===== config.mk =====
export PLATFORM = sky130hd
export DESIGN_NAME = core_switch_ctrl
export DESIGN_NICKNAME = d
export VERILOG_FILES = /design/src/rtl/core_switch_ctrl.sv
export SDC_FILE = /design/constraint.sdc
export NUM_CORES = 1
export LEC_CHECK = 0
export ABC_AREA = 1
export CAP_MARGIN = 15
export CORE_ASPECT_RATIO = 1.2
export CORE_MARGIN = 5
export CORE_UTILIZATION = 35
export CTS_CLUSTER_SIZE = 20
export DETAILED_ROUTE_END_ITERATION = 7
export PLACE_DENSITY = 0.63
export SLEW_MARGIN = 20
export SYNTH_ARGS = -nofsm -noshare
export SYNTH_HDL_FRONTEND = slang
export SYNTH_SLANG_ARGS = --single-unit

===== constraint.sdc =====
create_clock -name clk -period 9.4 [get_ports clk]
set_input_delay 1.88 -clock clk [delete_from_list [all_inputs] [get_ports clk]]
set_output_delay 1.88 -clock clk [all_outputs]
set_load 0.03 [all_outputs]

===== src/rtl/core_switch_ctrl.sv =====
// Primary/backup core selector: health-driven failover with holdoff, manual force and fault report.
// Optional CORE_SWITCH_AUTO_REVERT_EN: return from B to A after A has been healthy for a full holdoff.
module core_switch_ctrl #(
    parameter int unsigned PERIOD     = 14745,
    parameter int unsigned HOLDOFF_MS = 10
) (
    input  logic        clk,
    input  logic        rst_n,
    input  logic        ok_a,
    input  logic        ok_b,
    input  logic        force_req,
    input  logic        force_sel,
    output logic        sel,
    output logic        a_active,
    output logic        b_active,
    output logic        fault,
    output logic        switch_pulse,
    output logic [15:0] switch_count
);

    localparam logic [31:0] HOLD_CYCLES = HOLDOFF_MS * PERIOD;

    typedef enum logic [1:0] {
        INIT,
        ACT_A,
        ACT_B,
        NONE
    } state_t;

    state_t      state;
    state_t      state_nxt;
    logic        sel_nxt;
    logic [31:0] holdoff;
    logic        expired;
    logic        entering;

    assign expired  = (holdoff == '0);
    assign entering = ((state_nxt == ACT_A) || (state_nxt == ACT_B)) && (state_nxt != state);

`ifdef CORE_SWITCH_AUTO_REVERT_EN
    logic [31:0] qual;
    logic        revert;

    // qual counts earlier consecutive ok_a samples in ACT_B; this sample completes the run
    assign revert = ok_a && (qual >= HOLD_CYCLES - 32'd1);
`endif

    always_comb begin
        state_nxt = state;
        case (state)
            INIT: begin
                if (ok_a)      state_nxt = ACT_A;
                else if (ok_b) state_nxt = ACT_B;
                else           state_nxt = NONE;
            end
            ACT_A: begin
                if (!ok_a && !ok_b)                    state_nxt = NONE;
                else if (!ok_a && ok_b && expired)     state_nxt = ACT_B;
                else if (force_req && force_sel && ok_b) state_nxt = ACT_B;
            end
            ACT_B: begin
                if (!ok_a && !ok_b)                      state_nxt = NONE;
                else if (!ok_b && ok_a && expired)       state_nxt = ACT_A;
                else if (force_req && !force_sel && ok_a) state_nxt = ACT_A;
`ifdef CORE_SWITCH_AUTO_REVERT_EN
                else if (revert && expired)              state_nxt = ACT_A;
`endif
            end
            NONE: begin
                // Prefer staying on the current core so a simultaneous recovery causes no switch
                if (sel ? ok_b : ok_a)  state_nxt = sel ? ACT_B : ACT_A;
                else if (ok_a)          state_nxt = ACT_A;
                else if (ok_b)          state_nxt = ACT_B;
            end
            default: state_nxt = INIT;
        endcase
    end

    always_comb begin
        sel_nxt = sel;
        if (state_nxt == ACT_A)      sel_nxt = 1'b0;
        else if (state_nxt == ACT_B) sel_nxt = 1'b1;
    end

    always_ff @(posedge clk) begin
        if (!rst_n) begin
            state        <= INIT;
            sel          <= 1'b0;
            a_active     <= 1'b0;
            b_active     <= 1'b0;
            fault        <= 1'b0;
            switch_pulse <= 1'b0;
            switch_count <= '0;
            holdoff      <= '0;
        end else begin
            state        <= state_nxt;
            sel          <= sel_nxt;
            a_active     <= (state_nxt == ACT_A);
            b_active     <= (state_nxt == ACT_B);
            fault        <= (state_nxt == NONE);
            switch_pulse <= (sel_nxt != sel);
            if ((sel_nxt != sel) && (switch_count != '1))
                switch_count <= switch_count + 16'd1;
            if (entering)
                holdoff <= HOLD_CYCLES;
            else if (!expired)
                holdoff <= holdoff - 32'd1;
        end
    end

`ifdef CORE_SWITCH_AUTO_REVERT_EN
    always_ff @(posedge clk) begin
        if (!rst_n) begin
            qual <= '0;
        end else if ((state == ACT_B) && (state_nxt == ACT_B) && ok_a) begin
            if (qual != HOLD_CYCLES)
                qual <= qual + 32'd1;
        end else begin
            qual <= '0;
        end
    end
`endif

endmodule

==> results.yml <==
die:
  fp.dieW_microns: 95.2
  initial_core_util_pct: 35.6
  core_area_sq_mm: 0.00856
  io_pins: 27
  core.rowCount: 37
  die_area_sq_mm: 0.0107
  fp.dieH_microns: 112
critical_path:
  end_kind: "flop"
  arrival_ps: 5070
  worstPathRequired_ps: 9620
  critPathKind: "in -> reg"
  start_kind: "primary input"
  crit_path_max_fanout: 6
power:
  clkPwrFrac_pct: 16.5
  netSwitchingPower_w: 0.000400
  powerDensity_mw_per_mm2: 252
  leakage_nw: 1.44
  seq_power_share_pct: 35.9
  p_sw_share_pct: 45.1
  ir_drop_v: 0.000136
  power_frac_comb_pct: 47.6
  p_int_w: 0.000488
place:
  gp_congestion: 0.878
  numPortBuffers: 26
  dp_slack_ps: 4250
  hpwlAfterDp_mm: 5.06
route:
  vias: 2676
  routedWlPerCell_microns: 11.6
  antenna_left: 0
  drt_pass1_iterations: 5
  post-route-drc-count: 0
  via_per_inst: 4.66
  first_iter_violations: 105
  drt-total-wl_mm: 6.64
clocking:
  cts.repair.resized: 0
  cts_sinks: 55
  path_clk_slew_ps: 110
  htreeDepth: 2
  cts_tree: "yes"
  clock-root-buffer: "clkbuf_8"
  numCtsBuffers: 5
  cts_setup_buffers: 0
  clkLatencyLatePin_ps: 320
  clockBufferDepth: 2
  cts_hold_buf: 0
logic_synthesis:
  yosysSeqAreaShare_pct: 36.1
  mappedNetlistNets: 440
  yosys-top-cells-count: "78 x nor2_1, 64 x nand2_1, 60 x inv_1, 55 x dfxtp_1, 30 x a21oi_1"
  ys.flop_type: "dfxtp_1"
  synth.area.top_cells: "dfxtp_1 36%, nor2_1 9.6%, nand2_1 7.9%"
  yosys_warnings: 0
  synth-seq-cells: 55
  avgSynthCellArea_sq_um: 7.12
  synth-edff-count: 0
  synth.most_common_cell: "nor2_1"
  ys_types: 31
  syn_area_sq_mm: 0.00305
  async_reset_ff_share_pct: 0
  synth_top_area_share_pct: 36.1
  synth_top_area_cell: "dfxtp_1"
  synth_cells: 428
cells_and_area:
  drive_gt1_share_pct: 9.63
  nFillCells: 902
  final_nets: 468
  area_growth_pct: 15.5
  antenna_cells: 0
timing:
  worst_pin_slew_ps: 672
  hold_viol: 0
  report.final.slew_viol_count: 0
  setup_tns_ps: 0
  finalCritPeriodShare_pct: 51.5
  slew_headroom_pct: 55.2
  hold_ws_ps: 501
  clock_skew_ps: 15.3
  fin_crit_ps: 4840
  setup_ws_ps: 4560
  fmax_mhz: 206
  rsz0062_at_grt: "false"
  setup_violations: 0
global_route:
  antenna_found_initial: 0
  grt_pass1_wl_mm: 11.6
  grt_remaining_overflow: 0
  grt_util_all_layers_pct: 13.2
  grt_pass1_vias: 2612
  grt_max_degree: 22
worst_hold_path:
  min_path_type: "reg -> reg"
run_status:
  status: "finished clean"
run:
  maxCapViolations: 0
-- sequential cells by signal (all words and copies together), names as in the netlist --
signal and count:
holdoff 32, switch_count 16, state 2, a_active 1
b_active 1, fault 1, sel 1, switch_pulse 1
-- cell families after synthesis --
kind of cell / synth area share [%]
multiplexers: 0.370
AO/OA/AOI/OAI: 8.79
adder cells (fa/ha/maj): 2.46
flip-flops: 36.1
AND/OR/NAND/NOR: 35.4
buffers and inverters: 8.75
XOR/XNOR: 8.05
-- cell type report --
| cell class | instances | area, sq um | area share [%] |
|---|---|---|---|
| multi-input cells | 307 | 1680 | 47.7 |
| flip-flops and latches | 55 | 1100 | 31.3 |
| repair buffers | 27 | 268 | 7.61 |
| inverters | 60 | 225 | 6.40 |
| well taps | 117 | 146 | 4.16 |
| clock buffers | 6 | 82.6 | 2.35 |
| clock inverters | 2 | 17.5 | 0.498 |
-- worst max-delay path, stage by stage --
cell	delay [ps]
clkdlybuf4s50_1	550
nor2_1	100
nor3b_1	200
a21oi_1	120
nor2_1	100
nand3_1	70
o21ai_0	150
ha_1	270
inv_1	60
o21ai_0	200
nand2_1	190
nor2_1	160
nand2_1	120
nor2_1	240
nand4_1	180
or2_0	260
o21ai_0	160
nor2_1	60
-- placed cells by master, fill, tap and decap left out, types with 3 or more instances in the layout --
cell type,synthesis,final
a21oi_1,30,30
a31oi_1,3,3
clkbuf_8,0,6
clkdlybuf4s50_1,0,26
dfxtp_1,55,55
ha_1,6,6
inv_1,60,60
nand2_1,64,64
nand2_2,9,9
nand2_4,3,3
nand3_1,15,15
nand4_1,9,9
nor2_1,78,78
nor2_2,8,8
nor2_4,12,12
nor3_1,12,12
nor4_1,7,7
o21ai_0,12,12
xnor2_1,9,9
xor2_1,19,19
-- power groups by stage --
stage	clock network, W	registers (W)	logic [W]
final	0.000147	0.000319	0.000423
after detailed placement	0	0.000324	0.000424
after floorplan	0	0.000333	0.000333
after global placement	0	0.000323	0.000420
after CTS	0.000151	0.000319	0.000428
after global routing	0.000163	0.000325	0.000482
-- worst paths after layout --
kind,startpoint,end,slack (ps),cells after the start
worst min-delay path,switch_count[8],switch_count[9],500,2
worst max register to register,holdoff[0],switch_count[15],5770,23
worst min register to register,switch_count[8],switch_count[9],500,2
worst max-delay path,ok_a,switch_count[15],4560,18
-- metal layers --
metal	GRT usage, %	vias up	part of all wire, %
met1	15.6	1214	45
met3	3.62	8	4.0
met4	3.27	0	0.99
li1	-	1413	-
met2	23.0	41	50
met5	0	-	0
-- metrics by stage --
step | util [%] | power, W | instance area, sq um | std cells
after floorplan | - | 0.000666 | 3050 | 428
after global placement | 39.9 | 0.000743 | 3420 | 566
after detailed placement | 39.9 | 0.000748 | 3420 | 566
after CTS | 41.1 | 0.000897 | 3520 | 574
after global routing | 41.1 | 0.000970 | 3520 | 574
final | 41.1 | 0.000888 | 3520 | 574
Note: power is estimated with default switching activity, not from simulation.
